==> src/rtl/mips_pkg.sv <==
// Shared MIPS pipeline definitions: ALU control codes, exception causes,
// the EX/MEM trap state and the MEM-stage control bundle.
package mips_pkg;

  typedef enum logic [5:0] {
    ALU_AND   = 6'd0,
    ALU_OR    = 6'd1,
    ALU_XOR   = 6'd2,
    ALU_NOR   = 6'd3,
    ALU_ADD   = 6'd4,
    ALU_ADDU  = 6'd5,
    ALU_SUB   = 6'd6,
    ALU_SUBU  = 6'd7,
    ALU_SLT   = 6'd8,
    ALU_SLTU  = 6'd9,
    ALU_BEQ   = 6'd10,
    ALU_BNE   = 6'd11,
    ALU_BLT   = 6'd12,
    ALU_BGE   = 6'd13,
    ALU_BLTU  = 6'd14,
    ALU_BGEU  = 6'd15,
    ALU_LUI   = 6'd16,
    ALU_PASSB = 6'd17
  } alu_ctrl_e;

  localparam logic [4:0] EXC_CODE_NONE = 5'd0;
  localparam logic [4:0] EXC_CODE_OV   = 5'd12;

  typedef enum logic {
    RUN  = 1'b0,
    TRAP = 1'b1
  } stage_state_e;

  typedef struct packed {
    logic valid;
    logic reg_write;
    logic mem_read;
    logic mem_write;
    logic mem_to_reg;
  } mem_ctrl_t;

  localparam mem_ctrl_t CTRL_BUBBLE = '0;

endpackage

==> src/rtl/branch_target_adder.sv <==
// Branch redirect address: PC+4 plus the word-offset immediate scaled to bytes.
module branch_target_adder #(
  parameter int DATA_W = 32
) (
  input  logic [DATA_W-1:0] pc_plus4_i,
  input  logic [DATA_W-1:0] imm_i,
  output logic [DATA_W-1:0] target_o
);

  logic [DATA_W-1:0] imm_bytes;

  assign imm_bytes = imm_i << 2;
  assign target_o  = pc_plus4_i + imm_bytes;

endmodule

==> src/rtl/ex_mem_stage.sv <==
// EX/MEM pipeline register with branch resolution and a precise
// overflow-trap state machine that bubbles the stage until ExcAck.
module ex_mem_stage
  import mips_pkg::*;
#(
  parameter int DATA_W = 32
) (
  input  logic              Clk,
  input  logic              Reset,
  input  logic              ExValid,
  input  logic [DATA_W-1:0] ALUResult,
  input  logic              Zero,
  input  logic              Overflow,
  input  logic [DATA_W-1:0] RtData,
  input  logic [DATA_W-1:0] PCPlus4,
  input  logic [DATA_W-1:0] BranchImm,
  input  logic [4:0]        WriteReg,
  input  logic              RegWrite,
  input  logic              MemRead,
  input  logic              MemWrite,
  input  logic              MemToReg,
  input  logic              Branch,
  input  logic              OvfTrapEn,
  input  logic              Stall,
  input  logic              Flush,
  input  logic              ExcAck,
  output logic              MValid,
  output logic              MRegWrite,
  output logic              MMemRead,
  output logic              MMemWrite,
  output logic              MMemToReg,
  output logic [DATA_W-1:0] MALUResult,
  output logic [DATA_W-1:0] MStoreData,
  output logic [4:0]        MWriteReg,
  output logic              BranchTaken,
  output logic [DATA_W-1:0] BranchTarget,
  output logic              ExcFlush,
  output logic              ExcPending,
  output logic [DATA_W-1:0] EPC,
  output logic [4:0]        ExcCause
);

  localparam logic [DATA_W-1:0] FOUR = DATA_W'(4);

  stage_state_e      state_q, state_d;
  mem_ctrl_t         ctrl_q, ctrl_d;
  logic [DATA_W-1:0] alu_q, alu_d, sdata_q, sdata_d;
  logic [DATA_W-1:0] tgt_q, tgt_d, epc_q, epc_d;
  logic [4:0]        wreg_q, wreg_d, cause_q, cause_d;
  logic              taken_q, taken_d, exc_flush_q, exc_flush_d;
  logic [DATA_W-1:0] target_sum;
  logic              ovf_trap;

  branch_target_adder #(.DATA_W(DATA_W)) u_branch_target_adder (
    .pc_plus4_i (PCPlus4),
    .imm_i      (BranchImm),
    .target_o   (target_sum)
  );

  assign ovf_trap = (state_q == RUN) & ExValid & ~Stall & ~Flush & Overflow & OvfTrapEn;

  always_comb begin
    state_d     = state_q;
    ctrl_d      = ctrl_q;
    alu_d       = alu_q;
    sdata_d     = sdata_q;
    wreg_d      = wreg_q;
    tgt_d       = tgt_q;
    epc_d       = epc_q;
    cause_d     = cause_q;
    taken_d     = 1'b0;
    exc_flush_d = 1'b0;

    if (state_q == TRAP) begin
      // Everything arriving while trapped is a bubble, even on the ack cycle
      ctrl_d = CTRL_BUBBLE;
      if (ExcAck) state_d = RUN;
    end else if (ovf_trap) begin
      ctrl_d      = CTRL_BUBBLE;
      epc_d       = PCPlus4 - FOUR;
      cause_d     = EXC_CODE_OV;
      exc_flush_d = 1'b1;
      state_d     = TRAP;
    end else if (Flush) begin
      ctrl_d = CTRL_BUBBLE;
    end else if (Stall) begin
      ctrl_d = ctrl_q;
    end else if (ExValid) begin
      ctrl_d  = '{valid: 1'b1, reg_write: RegWrite, mem_read: MemRead,
                  mem_write: MemWrite, mem_to_reg: MemToReg};
      alu_d   = ALUResult;
      sdata_d = RtData;
      wreg_d  = WriteReg;
      if (Branch && !Zero) begin
        taken_d = 1'b1;
        tgt_d   = target_sum;
      end
    end else begin
      ctrl_d = CTRL_BUBBLE;
    end
  end

  always_ff @(posedge Clk or posedge Reset) begin
    if (Reset) begin
      state_q     <= RUN;
      ctrl_q      <= CTRL_BUBBLE;
      alu_q       <= '0;
      sdata_q     <= '0;
      wreg_q      <= '0;
      tgt_q       <= '0;
      epc_q       <= '0;
      cause_q     <= EXC_CODE_NONE;
      taken_q     <= 1'b0;
      exc_flush_q <= 1'b0;
    end else begin
      state_q     <= state_d;
      ctrl_q      <= ctrl_d;
      alu_q       <= alu_d;
      sdata_q     <= sdata_d;
      wreg_q      <= wreg_d;
      tgt_q       <= tgt_d;
      epc_q       <= epc_d;
      cause_q     <= cause_d;
      taken_q     <= taken_d;
      exc_flush_q <= exc_flush_d;
    end
  end

  assign MValid       = ctrl_q.valid;
  assign MRegWrite    = ctrl_q.reg_write;
  assign MMemRead     = ctrl_q.mem_read;
  assign MMemWrite    = ctrl_q.mem_write;
  assign MMemToReg    = ctrl_q.mem_to_reg;
  assign MALUResult   = alu_q;
  assign MStoreData   = sdata_q;
  assign MWriteReg    = wreg_q;
  assign BranchTaken  = taken_q;
  assign BranchTarget = tgt_q;
  assign ExcFlush     = exc_flush_q;
  assign ExcPending   = (state_q == TRAP);
  assign EPC          = epc_q;
  assign ExcCause     = cause_q;

endmodule
==> config.mk <==
export PLATFORM = sky130hd
export DESIGN_NAME = ex_mem_stage
export DESIGN_NICKNAME = d
export VERILOG_FILES = /design/src/rtl/mips_pkg.sv /design/src/rtl/branch_target_adder.sv /design/src/rtl/ex_mem_stage.sv
export SDC_FILE = /design/constraint.sdc
export NUM_CORES = 1
export LEC_CHECK = 0
export CAP_MARGIN = 25
export CORE_MARGIN = 2
export CORE_UTILIZATION = 41
export CTS_CLUSTER_DIAMETER = 40
export CTS_CLUSTER_SIZE = 25
export DETAILED_ROUTE_END_ITERATION = 10
export PLACE_DENSITY = 0.76
export SYNTH_ARGS = -nofsm -noshare
export SYNTH_HDL_FRONTEND = slang
export SYNTH_HIERARCHICAL = 1
export SYNTH_SLANG_ARGS = --single-unit
==> constraint.sdc <==
create_clock -name Clk -period 5.57 [get_ports Clk]
set_input_delay 1.114 -clock Clk [delete_from_list [all_inputs] [get_ports Clk]]
set_output_delay 1.114 -clock Clk [all_outputs]
set_load 0.05 [all_outputs]
Word level (Yosys, flattened, before mapping)

Cells that the tools add are included.

Bitwise gates (word level): 9
Equal/unequal tests: 1
Reductions and logical operators: 5
Add/subtract/negate cells: 2
Mux-type cells: 15

Operator list:

| kind                                               | number |
|---|---|
| adder 32 bit                                       | 1 |
| subtractor 32 x 3 -> 32 bit, second input constant | 1 |
| two-way mux 5 bit                                  | 5 |
| two-way mux 1 bit                                  | 10 |
| AND reduction 6 bit                                | 1 |
| AND 1 bit                                          | 5 |
| AND reduction 5 bit                                | 1 |
| != test 4 x 1 -> 1 bit, second input constant      | 1 |
| NOT 1 bit                                          | 4 |
| AND reduction 2 bit                                | 1 |
| logical AND 1 bit                                  | 1 |
| logical NOT 1 bit                                  | 1 |

Output and inout bits: 146
Input bits: 147
Logic and storage cells: 46
Register bits: 142

Logic depth before layout (Yosys ltp)

Word-level depth: 8
Mapped depth: 11
Mapped depth without buffers: 11

By module

The synthesis kept the hierarchy.

By module, submodules not included:

| module              | sequential area each (µm²) | area each (µm²) | times used | cells each |
|---|---|---|---|---|
| ex_mem_stage        | 3553.4                     | 5809.3          | 1          | 577 |
| branch_target_adder | 0.0                        | 1764.2          | 1          | 237 |

Worst setup path after synthesis

OpenSTA, ideal clock, no wires.

Path kind: input -> register
Start point: input port PCPlus4[2]
End point: register tgt_q[26] (netlist: BranchTarget[26])
Setup time: 0.128 ns
Setup slack: 2.257 ns
Arrival: 3.186 ns
Required time: 5.442 ns
Stages: 11
Buffers on the path: 0
Cells stage by stage: ha_1 -> inv_1 -> fa_1 -> nor2b_1 -> o2111ai_1 -> a311oi_1 -> nor2_1 -> o311ai_4 -> a41oi_1 -> xnor2_1 -> mux2_1

Longest elaborated chain between the ends: 1

RTL lines:

| element                  | line                      | source |
|---|---|---|
| start: declaration       | ex_mem_stage.sv:15        | `input logic [DATA_W-1:0] PCPlus4,` |
| adder 32 bit             | branch_target_adder.sv:13 | `assign target_o = pc_plus4_i + imm_bytes;` |
| named net target_sum[26] | ex_mem_stage.sv:51        | `logic [DATA_W-1:0] target_sum;` |
| end signal: assignment   | ex_mem_stage.sv:121       | `tgt_q <= tgt_d;` |
| end: declaration         | ex_mem_stage.sv:48        | `logic [DATA_W-1:0] tgt_q, tgt_d, epc_q, epc_d;` |

The timed path passes the listed nets, and every way through them passes these cells.
A chain may end at the register's enable or synchronous reset.

Worst setup path in the final report

Same ends and word-level chain as after synthesis.

==> results.yml <==
clock_network:
  cts_buffers: 17
  clk_latency_ns: 0.42
  htree_levels: 4
  cts_setup_buffers: 0
  cts.repair.resized: 0
  cts_tree: "yes"
  cts_hold_buf: 0
  ctsLongestPathBuffers: 2
  cts.clk_slew.worst_paths_ns: 0.07
  cts-root-buf: "clkbuf_16"
  numClockSinks: 142
critical_path:
  crit_cells: 12
  crit_family: "compound AO/OA/AOI/OAI gates"
  startpoint: "PCPlus4[2]"
  cp-end-kind: "flop"
  path_cells: "clkdlybuf4s50_1 -> ha_1 -> inv_1 -> fa_1 -> nor2b_1 -> o2111ai_1 -> a311oi_1 -> nor2_1 -> o311ai_4 -> a41oi_1 -> xnor2_1 -> mux2_1"
  critPathMaxFanout: 5
  cp.required_ns: 5.88
  reg2reg_setup_slack_ns: 3.22
  r2r-start: "ExcPending"
  critPathCapture: "BranchTarget[26]"
  cp_num_buf_inv: 2
  cpPeakStageDelay_ns: 0.55
  startpoint_type: "input pin"
  crit_type: "in -> reg"
  ff2ff_path_depth: 5
  crit_slowest_cell: "clkdlybuf4s50_1"
  crit_arrival_ns: 4.16
  reg2reg_to: "MALUResult[4]"
timing:
  tightest_slew_ns: 0.757
  finalSetupViolations: 0
  relSlewSlack_pct: 49.5
  fin_crit_ns: 3.85
  max_freq_mhz: 260
  hold_viol: 0
  rsz0062_at_grt: "false"
  fin_tns_setup_ns: 0
  fin_hold_ws_ns: 0.472
  slew_violations: 0
  final.period_utilization_pct: 69.1
  finClkSkew_ns: 0.00943
route:
  wl_per_cell_um: 16.3
  viasPerCell: 5.00
  routed_wirelength_mm: 21.7
  first_pass_iters: 4
  drt-initial-drc-count: 206
  num_vias: 6644
  post-route-drc-count: 0
  postRouteAntennaNets: 0
global_route:
  grt_overflow: 0
  gr-usage-all-layers_pct: 22.3
  antenna_found_initial: 3
  grt_max_degree: 113
  grt_first_pass_wirelength_mm: 34.8
  grt_pass1_vias: 6662
synthesis:
  synthXorXnorAreaFrac_pct: 6.24
  async_flop_share_pct: 100
  post_synth.cell_area_avg_um2: 9.30
  synth-simple-area-share_pct: 20.9
  synth_cells: 814
  ys_seq_elements: 142
  syn-cell-area_um2: 7570
  ys_seq_area_share_pct: 46.9
  synth_mux_area_share_pct: 4.76
  synth_edf_count: 0
  yosys_most_used_dff: "dfrtp_1"
  synth_top_family_by_area: "simple AND/OR/NAND/NOR gates"
  synth_compound_area_share_pct: 12.1
  synthAdderAreaFrac_pct: 5.22
  yosysWarnings: 6
  yosysUniqueCellTypes: 66
place:
  place_congestion: 0.902
  portBuffers: 287
  hpwlAfterDp_mm: 16.7
die:
  io_pins: 293
  die-area_um2: 19600
  start_util_pct: 42.0
  die_w_um: 140
  die_height_um: 140
  num_rows: 49
  core_um2: 18000
final_layout:
  area_growth_pct: 47.7
  drive_gt1_share_pct: 6.39
  nNetsFinal: 1261
hold_path:
  hold_class: "reg -> reg"
status:
  status: "finished clean"
run:
  drv_cap: 0
power:
  peakVddDrop_v: 0.000234
  p_per_area_nw_per_um2: 398
  leakagePower_nw: 5.06
## cell usage in the layout, fill, tap and decap left out, drive strengths merged, types with 3 or more instances in the layout
cell type	count
clkdlybuf4s50	287
nand2	272
dfrtp	142
o21ai	47
mux2	32
ha	30
xor2	28
xnor2	26
nor2	26
a21oi	26
inv	26
clkbuf	18
nand3	18
a21o	15
nor3	14
nand4	6
buf	6
or4	5
a22o	4
nor2b	4
nand3b	4
a31oi	4
o21bai	4
diode	3
nand4b	3
nand2b	3
conb	3
clkinvlp	3
o21a	3
o311ai	3
## state kept, by name, indices dropped and copies added, names as in the netlist
register and cells:
MMemToReg 1, ExcFlush 1, BranchTaken 1, MWriteReg 5, ExcPending 1, MStoreData 32, MMemRead 1, ExcCause 1
EPC 32, MRegWrite 1, MALUResult 32, MMemWrite 1, MValid 1, BranchTarget 32
## power by group
part / switching (mW) / internal, mW / total (mW)
Sequential: 0.120 / 1.27 / 1.39
Combinational: 1.28 / 0.680 / 1.96
Clock: 0.475 / 0.630 / 1.11
Total: 1.87 / 2.58 / 4.45
## area by class of cell
| type | instances | area, µm² |
|---|---|---|
| fillers | 1549 | 6840 |
| well taps | 229 | 287 |
| clock buffers | 18 | 429 |
| clock inverters | 14 | 145 |
| flip-flops and latches | 142 | 3550 |
| repair buffers | 293 | 2940 |
| multi-input cells | 611 | 3750 |
| diodes | 3 | 7.51 |
| inverters | 18 | 72.6 |
## cells by family after synthesis
kind of cell | count (synthesis)
compound gates | 124
mux | 32
xor+xnor | 54
flops | 142
buf+inv | 63
fa+ha+maj | 31
simple gates | 367
other cells | 1
## through the flow
stage	area, µm²	worst slack, ns	cells	power [mW]	util, %
2_1_floorplan	7580	0.646	816	2.64	-
3_3_place_gp	10600	1.32	1292	3.34	58.7
3_5_place_dp	10600	1.35	1292	3.36	58.7
4_1_cts	11100	1.79	1324	4.49	61.9
5_1_grt	11200	1.52	1327	4.65	62.0
6_report	11200	1.72	1328	4.45	62.1
## cell usage after synthesis (all sizes together) (5+ instances only)
cell / instances / area share, %
or4: 5 / 0.59
xnor2: 26 / 3.0
a21o: 15 / 1.5
dfrtp: 142 / 47
a21oi: 26 / 2.0
clkbuf: 24 / 1.2
ha: 30 / 5.0
xor2: 28 / 3.2
nand2: 272 / 13
o21ai: 47 / 3.7
nand3: 18 / 1.3
nand4: 6 / 0.50
nor3: 14 / 0.93
nor2: 26 / 1.4
buf: 21 / 1.7
mux2: 32 / 4.8
inv: 18 / 0.89
## per-layer routing
metal  up-vias  wire [µm]  global-route usage [%]  share of wire (%)
met3        30       1270                    5.16                5.9
li1       3293          -                       -                  -
met4         0        488                    7.47                2.3
met5         -          0                       0                  0
met2       217      10600                    37.3                 49
met1      3104       9320                    28.7                 43
## how the worst min path moves through the flow
stage	startpoint	to	cells after the start
after floorplan	MValid	MValid	2
after global placement	MALUResult[23]	MALUResult[23]	2
after detailed placement	MStoreData[16]	MStoreData[16]	2
after CTS	MALUResult[24]	MALUResult[24]	2
after global routing	MStoreData[21]	MStoreData[21]	2
final	MStoreData[21]	MStoreData[21]	2
## worst reg2reg max path, stage by stage (launching register included)
cell     delay [ns]
dfrtp_1        0.40
nor4b_1        0.65
nand2_2        0.53
buf_4          0.43
nand2_1        0.16
nand2_1        0.07
Note: power is estimated with default switching activity, not from simulation.
